<file path="src/rtl/dcache_refill_bridge_if.sv">
// AXI4 master port of the data-cache refill bridge: AR/R read channels and AW/W/B write channels.
interface dcache_refill_bridge_if;
    logic [3:0]  arid;
    logic [31:0] araddr;
    logic [7:0]  arlen;
    logic [2:0]  arsize;
    logic [1:0]  arburst;
    logic        arvalid;
    logic        arready;
    logic [31:0] rdata;
    logic        rlast;
    logic        rvalid;
    logic        rready;
    logic [3:0]  awid;
    logic [31:0] awaddr;
    logic [7:0]  awlen;
    logic [2:0]  awsize;
    logic [1:0]  awburst;
    logic        awvalid;
    logic        awready;
    logic [31:0] wdata;
    logic [3:0]  wstrb;
    logic        wlast;
    logic        wvalid;
    logic        wready;
    logic        bvalid;
    logic        bready;

    modport master (
        output arid, araddr, arlen, arsize, arburst, arvalid,
        input  arready,
        input  rdata, rlast, rvalid,
        output rready,
        output awid, awaddr, awlen, awsize, awburst, awvalid,
        input  awready,
        output wdata, wstrb, wlast, wvalid,
        input  wready,
        input  bvalid,
        output bready
    );

    modport slave (
        input  arid, araddr, arlen, arsize, arburst, arvalid,
        output arready,
        output rdata, rlast, rvalid,
        input  rready,
        input  awid, awaddr, awlen, awsize, awburst, awvalid,
        output awready,
        input  wdata, wstrb, wlast, wvalid,
        output wready,
        output bvalid,
        input  bready
    );
endinterface

</file>
<file path="src/rtl/dcache_refill_bridge.sv">
// Data-cache miss responder: optional victim writeback burst, 8-beat line fetch, one-cycle reload pulse.
// Define DCACHE_WB_PARALLEL_EN to overlap the victim writeback with the line fetch.
module dcache_refill_bridge #(
    parameter logic [3:0] AXI_ID = 4'd1
) (
    input  logic                   clk,
    input  logic                   resetn,
    input  logic                   rd_req,
    input  logic [31:0]            rd_addr,
    input  logic                   wr_req,
    input  logic [31:0]            wr_addr,
    input  logic [255:0]           cacheline_old,
    output logic                   reload,
    output logic [255:0]           cacheline_new,
    dcache_refill_bridge_if.master axi
);
    typedef enum logic [2:0] {
        S_IDLE, S_AW, S_W, S_B, S_AR, S_R, S_RELOAD, S_RWAIT
    } state_t;

    state_t       state_q, state_d;
    state_t       wst;
    logic [31:0]  ar_addr_q, wb_addr_q;
    logic [255:0] wb_buf_q;
    logic [2:0]   wb_beat_q, rd_beat_q;
    logic [31:0]  wb_word [8];
    logic         accept, w_fire, r_fire;

    assign accept = (state_q == S_IDLE) && rd_req;
    assign w_fire = axi.wvalid && axi.wready;
    assign r_fire = axi.rready && axi.rvalid;

`ifdef DCACHE_WB_PARALLEL_EN
    // The write channels follow their own sub-FSM so the fetch never waits on the victim.
    state_t wr_state_q, wr_state_d;
    logic   wr_done;

    assign wst     = wr_state_q;
    assign wr_done = (wr_state_q == S_IDLE) || ((wr_state_q == S_B) && axi.bvalid);

    always_ff @(posedge clk) begin
        if (!resetn) wr_state_q <= S_IDLE;
        else         wr_state_q <= wr_state_d;
    end

    always_comb begin
        wr_state_d = wr_state_q;
        case (wr_state_q)
            S_IDLE:  if (accept && wr_req) wr_state_d = S_AW;
            S_AW:    if (axi.awready) wr_state_d = S_W;
            S_W:     if (w_fire && (wb_beat_q == 3'd7)) wr_state_d = S_B;
            S_B:     if (axi.bvalid) wr_state_d = S_IDLE;
            default: wr_state_d = S_IDLE;
        endcase
    end
`else
    assign wst = state_q;
`endif

    always_ff @(posedge clk) begin
        if (!resetn) state_q <= S_IDLE;
        else         state_q <= state_d;
    end

    always_comb begin
        state_d = state_q;
        case (state_q)
            S_IDLE: begin
                if (rd_req) begin
`ifdef DCACHE_WB_PARALLEL_EN
                    state_d = S_AR;
`else
                    state_d = wr_req ? S_AW : S_AR;
`endif
                end
            end
            S_AW:     if (axi.awready) state_d = S_W;
            S_W:      if (w_fire && (wb_beat_q == 3'd7)) state_d = S_B;
            S_B:      if (axi.bvalid) state_d = S_AR;
            S_AR:     if (axi.arready) state_d = S_R;
            S_R: begin
                if (r_fire && axi.rlast) begin
`ifdef DCACHE_WB_PARALLEL_EN
                    state_d = wr_done ? S_RELOAD : S_RWAIT;
`else
                    state_d = S_RELOAD;
`endif
                end
            end
            S_RWAIT: begin
`ifdef DCACHE_WB_PARALLEL_EN
                if (wr_done) state_d = S_RELOAD;
`else
                state_d = S_IDLE;
`endif
            end
            S_RELOAD: state_d = S_IDLE;
            default:  state_d = S_IDLE;
        endcase
    end

    always_comb begin
        axi.arvalid = (state_q == S_AR);
        axi.rready  = (state_q == S_R);
        axi.awvalid = (wst == S_AW);
        axi.wvalid  = (wst == S_W);
        axi.wlast   = (wst == S_W) && (wb_beat_q == 3'd7);
        axi.bready  = (wst == S_B);
        reload      = (state_q == S_RELOAD);
    end

    assign axi.arid    = AXI_ID;
    assign axi.araddr  = ar_addr_q;
    assign axi.arlen   = 8'd7;
    assign axi.arsize  = 3'b010;
    assign axi.arburst = 2'b01;
    assign axi.awid    = AXI_ID;
    assign axi.awaddr  = wb_addr_q;
    assign axi.awlen   = 8'd7;
    assign axi.awsize  = 3'b010;
    assign axi.awburst = 2'b01;
    assign axi.wstrb   = 4'hF;
    assign axi.wdata   = wb_word[wb_beat_q];

    // Request fields are captured once at acceptance; the cache may change them afterwards.
    always_ff @(posedge clk) begin
        if (!resetn) begin
            ar_addr_q <= '0;
            wb_addr_q <= '0;
            wb_buf_q  <= '0;
            wb_beat_q <= '0;
            rd_beat_q <= '0;
        end else begin
            if (accept) begin
                ar_addr_q <= rd_addr;
                wb_beat_q <= '0;
                rd_beat_q <= '0;
                if (wr_req) begin
                    wb_addr_q <= wr_addr;
                    wb_buf_q  <= cacheline_old;
                end
            end
            if (w_fire) wb_beat_q <= wb_beat_q + 3'd1;
            if (r_fire) rd_beat_q <= axi.rlast ? 3'd0 : rd_beat_q + 3'd1;
        end
    end

    // Each fill word has its own register; a short burst leaves the rest untouched.
    genvar gi;
    generate
        for (gi = 0; gi < 8; gi++) begin : g_word
            logic [31:0] word_q;

            assign wb_word[gi] = wb_buf_q[32*gi +: 32];
            assign cacheline_new[32*gi +: 32] = word_q;

            always_ff @(posedge clk) begin
                if (!resetn)                                word_q <= '0;
                else if (r_fire && (rd_beat_q == 3'(gi)))   word_q <= axi.rdata;
            end
        end
    endgenerate
endmodule

</file>
<file path="src/flat_wrapper.sv">
// flat-port wrapper written by rule: the top's interface ports become plain ports
module dcache_refill_bridge_flat 
#(
    parameter logic [3:0] AXI_ID = 4'd1
)
  (clk, resetn, rd_req, rd_addr, wr_req, wr_addr, cacheline_old, reload, cacheline_new, axi_arid, axi_araddr, axi_arlen, axi_arsize, axi_arburst, axi_arvalid, axi_arready, axi_rdata, axi_rlast, axi_rvalid, axi_rready, axi_awid, axi_awaddr, axi_awlen, axi_awsize, axi_awburst, axi_awvalid, axi_awready, axi_wdata, axi_wstrb, axi_wlast, axi_wvalid, axi_wready, axi_bvalid, axi_bready);
  dcache_refill_bridge_if axi_i ();
  input  logic clk;
  input  logic resetn;
  input  logic rd_req;
  input  logic [31:0] rd_addr;
  input  logic wr_req;
  input  logic [31:0] wr_addr;
  input  logic [255:0] cacheline_old;
  output logic reload;
  output logic [255:0] cacheline_new;
  output wire logic [$bits(axi_i.arid)-1:0] axi_arid;
  output wire logic [$bits(axi_i.araddr)-1:0] axi_araddr;
  output wire logic [$bits(axi_i.arlen)-1:0] axi_arlen;
  output wire logic [$bits(axi_i.arsize)-1:0] axi_arsize;
  output wire logic [$bits(axi_i.arburst)-1:0] axi_arburst;
  output wire logic [$bits(axi_i.arvalid)-1:0] axi_arvalid;
  input wire logic [$bits(axi_i.arready)-1:0] axi_arready;
  input wire logic [$bits(axi_i.rdata)-1:0] axi_rdata;
  input wire logic [$bits(axi_i.rlast)-1:0] axi_rlast;
  input wire logic [$bits(axi_i.rvalid)-1:0] axi_rvalid;
  output wire logic [$bits(axi_i.rready)-1:0] axi_rready;
  output wire logic [$bits(axi_i.awid)-1:0] axi_awid;
  output wire logic [$bits(axi_i.awaddr)-1:0] axi_awaddr;
  output wire logic [$bits(axi_i.awlen)-1:0] axi_awlen;
  output wire logic [$bits(axi_i.awsize)-1:0] axi_awsize;
  output wire logic [$bits(axi_i.awburst)-1:0] axi_awburst;
  output wire logic [$bits(axi_i.awvalid)-1:0] axi_awvalid;
  input wire logic [$bits(axi_i.awready)-1:0] axi_awready;
  output wire logic [$bits(axi_i.wdata)-1:0] axi_wdata;
  output wire logic [$bits(axi_i.wstrb)-1:0] axi_wstrb;
  output wire logic [$bits(axi_i.wlast)-1:0] axi_wlast;
  output wire logic [$bits(axi_i.wvalid)-1:0] axi_wvalid;
  input wire logic [$bits(axi_i.wready)-1:0] axi_wready;
  input wire logic [$bits(axi_i.bvalid)-1:0] axi_bvalid;
  output wire logic [$bits(axi_i.bready)-1:0] axi_bready;
  assign axi_arid = axi_i.arid;
  assign axi_araddr = axi_i.araddr;
  assign axi_arlen = axi_i.arlen;
  assign axi_arsize = axi_i.arsize;
  assign axi_arburst = axi_i.arburst;
  assign axi_arvalid = axi_i.arvalid;
  assign axi_i.arready = axi_arready;
  assign axi_i.rdata = axi_rdata;
  assign axi_i.rlast = axi_rlast;
  assign axi_i.rvalid = axi_rvalid;
  assign axi_rready = axi_i.rready;
  assign axi_awid = axi_i.awid;
  assign axi_awaddr = axi_i.awaddr;
  assign axi_awlen = axi_i.awlen;
  assign axi_awsize = axi_i.awsize;
  assign axi_awburst = axi_i.awburst;
  assign axi_awvalid = axi_i.awvalid;
  assign axi_i.awready = axi_awready;
  assign axi_wdata = axi_i.wdata;
  assign axi_wstrb = axi_i.wstrb;
  assign axi_wlast = axi_i.wlast;
  assign axi_wvalid = axi_i.wvalid;
  assign axi_i.wready = axi_wready;
  assign axi_i.bvalid = axi_bvalid;
  assign axi_bready = axi_i.bready;
  dcache_refill_bridge #(.AXI_ID(AXI_ID)) u_core (.clk(clk), .resetn(resetn), .rd_req(rd_req), .rd_addr(rd_addr), .wr_req(wr_req), .wr_addr(wr_addr), .cacheline_old(cacheline_old), .reload(reload), .cacheline_new(cacheline_new), .axi(axi_i));
endmodule
</file>
<file path="config.mk">
export PLATFORM = sky130hd
export DESIGN_NAME = dcache_refill_bridge_flat
export DESIGN_NICKNAME = d
export VERILOG_FILES = /design/src/rtl/dcache_refill_bridge_if.sv /design/src/rtl/dcache_refill_bridge.sv /design/src/flat_wrapper.sv
export SDC_FILE = /design/constraint.sdc
export NUM_CORES = 1
export LEC_CHECK = 0
export BUFFER_PORTS_ARGS = -buffer_cell sky130_fd_sc_hd__clkbuf_2
export CAP_MARGIN = 25
export CORE_AREA = 2 2 297 299
export CTS_CLUSTER_DIAMETER = 120
export DETAILED_ROUTE_END_ITERATION = 8
export DIE_AREA = 0 0 299 301
export PLACE_DENSITY = 0.56
export RECOVER_POWER = 50
export SYNTH_ARGS = -nofsm -noshare
export SYNTH_HDL_FRONTEND = slang
export SYNTH_SLANG_ARGS = --single-unit
</file>
<file path="constraint.sdc">
create_clock -name clk -period 2.4 [get_ports clk]
set_input_delay 0.48 -clock clk [delete_from_list [all_inputs] [get_ports clk]]
set_output_delay 0.48 -clock clk [all_outputs]
set_load 0.01 [all_outputs]
</file>
Word level (Yosys, flattened, before mapping) --
Cells that the tools add are included.
Operators by class: add/subtract/negate cells 2, magnitude comparators 1, equal/unequal tests 21, mux-type cells 15, bitwise gates (word level) 1, reduce and logical (&&, ||, !) cells 21
Operator list (number):
- $bmux 32 s3 | 1
- $mux 32 | 2
- $mux 3 | 11
- $eq 3x3->1 const B | 9
- $pmux 3 s7 | 1
- $logic_and 1x1->1 | 14
- $eq 3x2->1 const B | 4
- $ne 2x2->1 const B | 4
- $add 3x1->3 const B | 2
- $eq 3x1->1 const B | 2
- $logic_not 3->1 | 2
- $reduce_and 6->1 | 1
- $ge 4x4->1 const B | 1
- $ne 2x1->1 const B | 2
- $not 3->4 | 1
- $reduce_bool 2->1 | 2
- $reduce_and 2->1 | 1
- $reduce_or 2->1 | 1
Word-level totals: register bits after elaboration 585, input bits 362, output and inout port bits 397

Longest topological paths before layout --
depth in word-level cells 5, depth in mapped cells 6

Least setup slack after synthesis --
No wires, ideal clock.
kind flip-flop to output port, from reg u_core.wb_beat_q[0], to out axi_wdata[0], arrival time 1.725 ns, required time 1.920 ns, slack 0.195 ns, cell stages (with the launch flop) 4, cell sequence dfxtp_1 buf_1 mux4_2 mux2_2
On the way: longest elaborated chain between the ends 4
RTL lines:
- start, declared | line dcache_refill_bridge.sv:25 | logic [2:0] wb_beat_q, rd_beat_q;
- start signal, assigned | line dcache_refill_bridge.sv:143 | if (w_fire) wb_beat_q <= wb_beat_q + 3'd1;
- $not 3->4 (implied by the code) | line dcache_refill_bridge.sv:123 | assign axi.wdata = wb_word[wb_beat_q];
- $bmux 32 s3 | line dcache_refill_bridge.sv:123
- $mux 32 (implied by the code) (2 in a row) | line dcache_refill_bridge.sv:123
- end, declared | line flat_wrapper.sv:35 | output wire logic [$bits(axi_i.wdata)-1:0] axi_wdata;
No other way between the ends. The select of a mux whose other input is x is not followed.

Final worst setup path --
from reg u_core.wb_beat_q[0], to out axi_wdata[26]
The elaborated chain is that of the path after synthesis.

==> results.json <==
{
  "outcome": "complete, but fails checks",
  "violations": "negative setup slack",
  "hp-class": "primary input to flop",
  "multiInputGateArea_sq_mm": 0.0117,
  "setup_viol_count_final": 179,
  "cp-startpoint": "u_core.wb_beat_q[0]",
  "rsz0062_at_grt": "true",
  "post-dp-hpwl_um": 55800,
  "tightest_slew_ps": 999,
  "cts_tree": "done",
  "layout_setup_ws_ps": -321,
  "fin_crit_sh_pct": 113,
  "avgSynthCellArea_sq_um": 9.74,
  "clock_skew_ps": 16.5,
  "io_buffers": 720,
  "cp-end-kind": "primary output",
  "wl_um": 77300,
  "dp_cells": 4255,
  "area_growth_pct": 29.1,
  "grt_start_max_net_pins": 147,
  "max-vdd-ir-drop_mv": 0.476,
  "vias_per_cell": 4.44,
  "num_rows": 108,
  "netlist_instances": 2492,
  "powerDensity_mw_per_mm2": 735,
  "synth_area_sq_mm": 0.0243,
  "holdCritStartpoint": "wr_addr[28]",
  "finalHoldViolations": 0,
  "clk_latency_ps": 600,
  "finalCriticalPeriod_ps": 2720,
  "maxCapViolCount": 0,
  "stdcell_count": 4393,
  "cts_buffer_depth": 3,
  "htreeDepth": 3,
  "core-area_sq_mm": 0.0865,
  "fmax_ghz": 0.367,
  "tns_ps": -12190,
  "drcViolationCount": 0,
  "async_flop_share_pct": 0,
  "fin_nets": 3551,
  "grt_antenna_before_repair": 4,
  "grt_remaining_overflow": 0,
  "place_ws_ps": 229,
  "cts.clk_slew.worst_paths_ps": 50,
  "die_w_um": 299,
  "hold_buffers": 0,
  "power.leakage_nw": 14.0,
  "cts_sinks": 585,
  "path_class": "flop to primary output",
  "yosys_warnings": 0,
  "ys_seq_area_share_pct": 48.2,
  "start_util_pct": 28.1,
  "n_fill_cell": 9018,
  "grt_pass1_vias": 18900,
  "seq_area_sq_mm": 0.0117,
  "place_congestion": 0.874,
  "clockRootBuffer": "clkbuf_16",
  "grt_usage_pct": 16.4,
  "die_y_um": 301,
  "drv_slew": 0,
  "drt-wirelength-per-cell_um": 17.6,
  "ys_ff_latch": 585,
  "die-area_sq_mm": 0.0900,
  "layout_common_cells": "nand2_1 (941), dfxtp_1 (580), mux2i_1 (544), clkbuf_2 (398), clkbuf_1 (340)",
  "synth_cell_types": 38,
  "slew_headroom_pct": 32.5,
  "io_pins": 759,
  "drtIter0Drc": 1222,
  "cp_max_fo": 16,
  "start_kind": "flop",
  "required_ps": 1920,
  "layout_commonest_cell": "nand2_1",
  "synth_edf_count": 0,
  "grt_pass1_wl_um": 116000,
  "totalPowerFinal_mw": 23.0,
  "synth_top_flop_cell": "dfxtp_1",
  "via_count": 19500,
  "drive_gt1_share_pct": 21.7,
  "cts_made_buffers": 68,
  "dr.pass1.iters": 6,
  "reg2reg_from": "u_core.state_q[2]",
  "ant_nets": 0,
  "cp.arrival_ps": 2240
}
-- power breakdown --
part           internal [mW]  switching (mW)  total, mW
logic                   1.04            1.30       2.34
clock network           6.06            4.24       10.3
registers               10.1           0.266       10.4
-- final timing paths --
| path | cells past startpoint | to | slack, ps |
|---|---|---|---|
| max reg2reg | 4 | u_core.wb_buf_q[186] | -80 |
| min | 3 | u_core.axi.awaddr[28] | 110 |
| max | 5 | axi_wdata[26] | -320 |
| min reg2reg | 2 | u_core.g_word[0].word_q[10] | 450 |
-- per-layer routing --
layer / vias to the layer above / GRT usage [%] / wire (um) / part of all wire, %
li1: 9585 / - / - / -
met2: 651 / 25.9 / 34800 / 45
met1: 9182 / 22.0 / 34700 / 45
met4: 2 / 4.90 / 1910 / 2.5
met3: 105 / 4.39 / 5900 / 7.6
met5: - / 0 / 13 / 0.017
-- worst max-delay path: stages, from the launching register on --
cell	delay, ps
dfxtp_4	350
buf_12	160
buf_4	160
mux4_2	540
mux2_2	290
clkbuf_2	140
-- metrics by stage --
| step | util, % | hold slack, ps | cell area, sq um |
|---|---|---|---|
| floorplan | - | 435 | 24400 |
| global placement | 34.0 | 441 | 29400 |
| detailed placement | 34.0 | 446 | 29400 |
| CTS | 36.7 | 56.3 | 31700 |
| global route | 36.2 | 79.2 | 31300 |
| finish | 36.2 | 106 | 31300 |
-- cell type report --
| class | instances | area share, % |
|---|---|---|
| Antenna cell | 8 | 0.0639 |
| Tap cell | 1155 | 4.61 |
| Timing Repair Buffer | 808 | 13.7 |
| Clock inverter | 21 | 0.814 |
| Clock buffer | 98 | 6.18 |
| Inverter | 4 | 0.0479 |
| Sequential cell | 585 | 37.4 |
| Multi-Input combinational cell | 1714 | 37.2 |
-- cell usage after synthesis (3+ instances only) --
cell type | instances | area (sq um)
mux4_2 | 64 | 1440
o22ai_1 | 3 | 18.8
inv_1 | 4 | 15.0
buf_4 | 44 | 330
o21ai_0 | 5 | 25.0
nand2_1 | 943 | 3540
buf_1 | 13 | 48.8
nor2_1 | 13 | 48.8
mux2i_1 | 544 | 5450
dfxtp_1 | 585 | 11700
mux2_2 | 32 | 360
clkbuf_1 | 119 | 447
nand4b_1 | 4 | 35.0
ha_1 | 8 | 100
a21boi_0 | 32 | 240
buf_2 | 49 | 245
nand2b_1 | 3 | 18.8
-- registers in the layout, summed over array words and instances (netlist names) --
name	cells
u_core.state_q	3
u_core.rd_beat_q	3
u_core.axi.awaddr	32
u_core.g_word.word_q	256
u_core.wb_beat_q	3
u_core.axi.araddr	32
u_core.wb_buf_q	256
-- cell families (layout without fill, tap and decap cells) --
logic type	after synthesis	in the layout	share of synthesized area, %
flops	585	585	48.2
mux	640	640	29.8
buf+inv	229	931	4.47
simple gates	980	980	15.6
fa+ha+maj	8	8	0.412
other cells	2	46	0.0309
compound gates	48	48	1.44
-- what timing repair did --
action                                  in CTS  in global routing
resized for setup                           12                  1
endpoints found under the setup margin      34                 35
setup buffers                                6                  3
cloned                                       1                  1
Note: power is estimated with default switching activity, not from simulation.
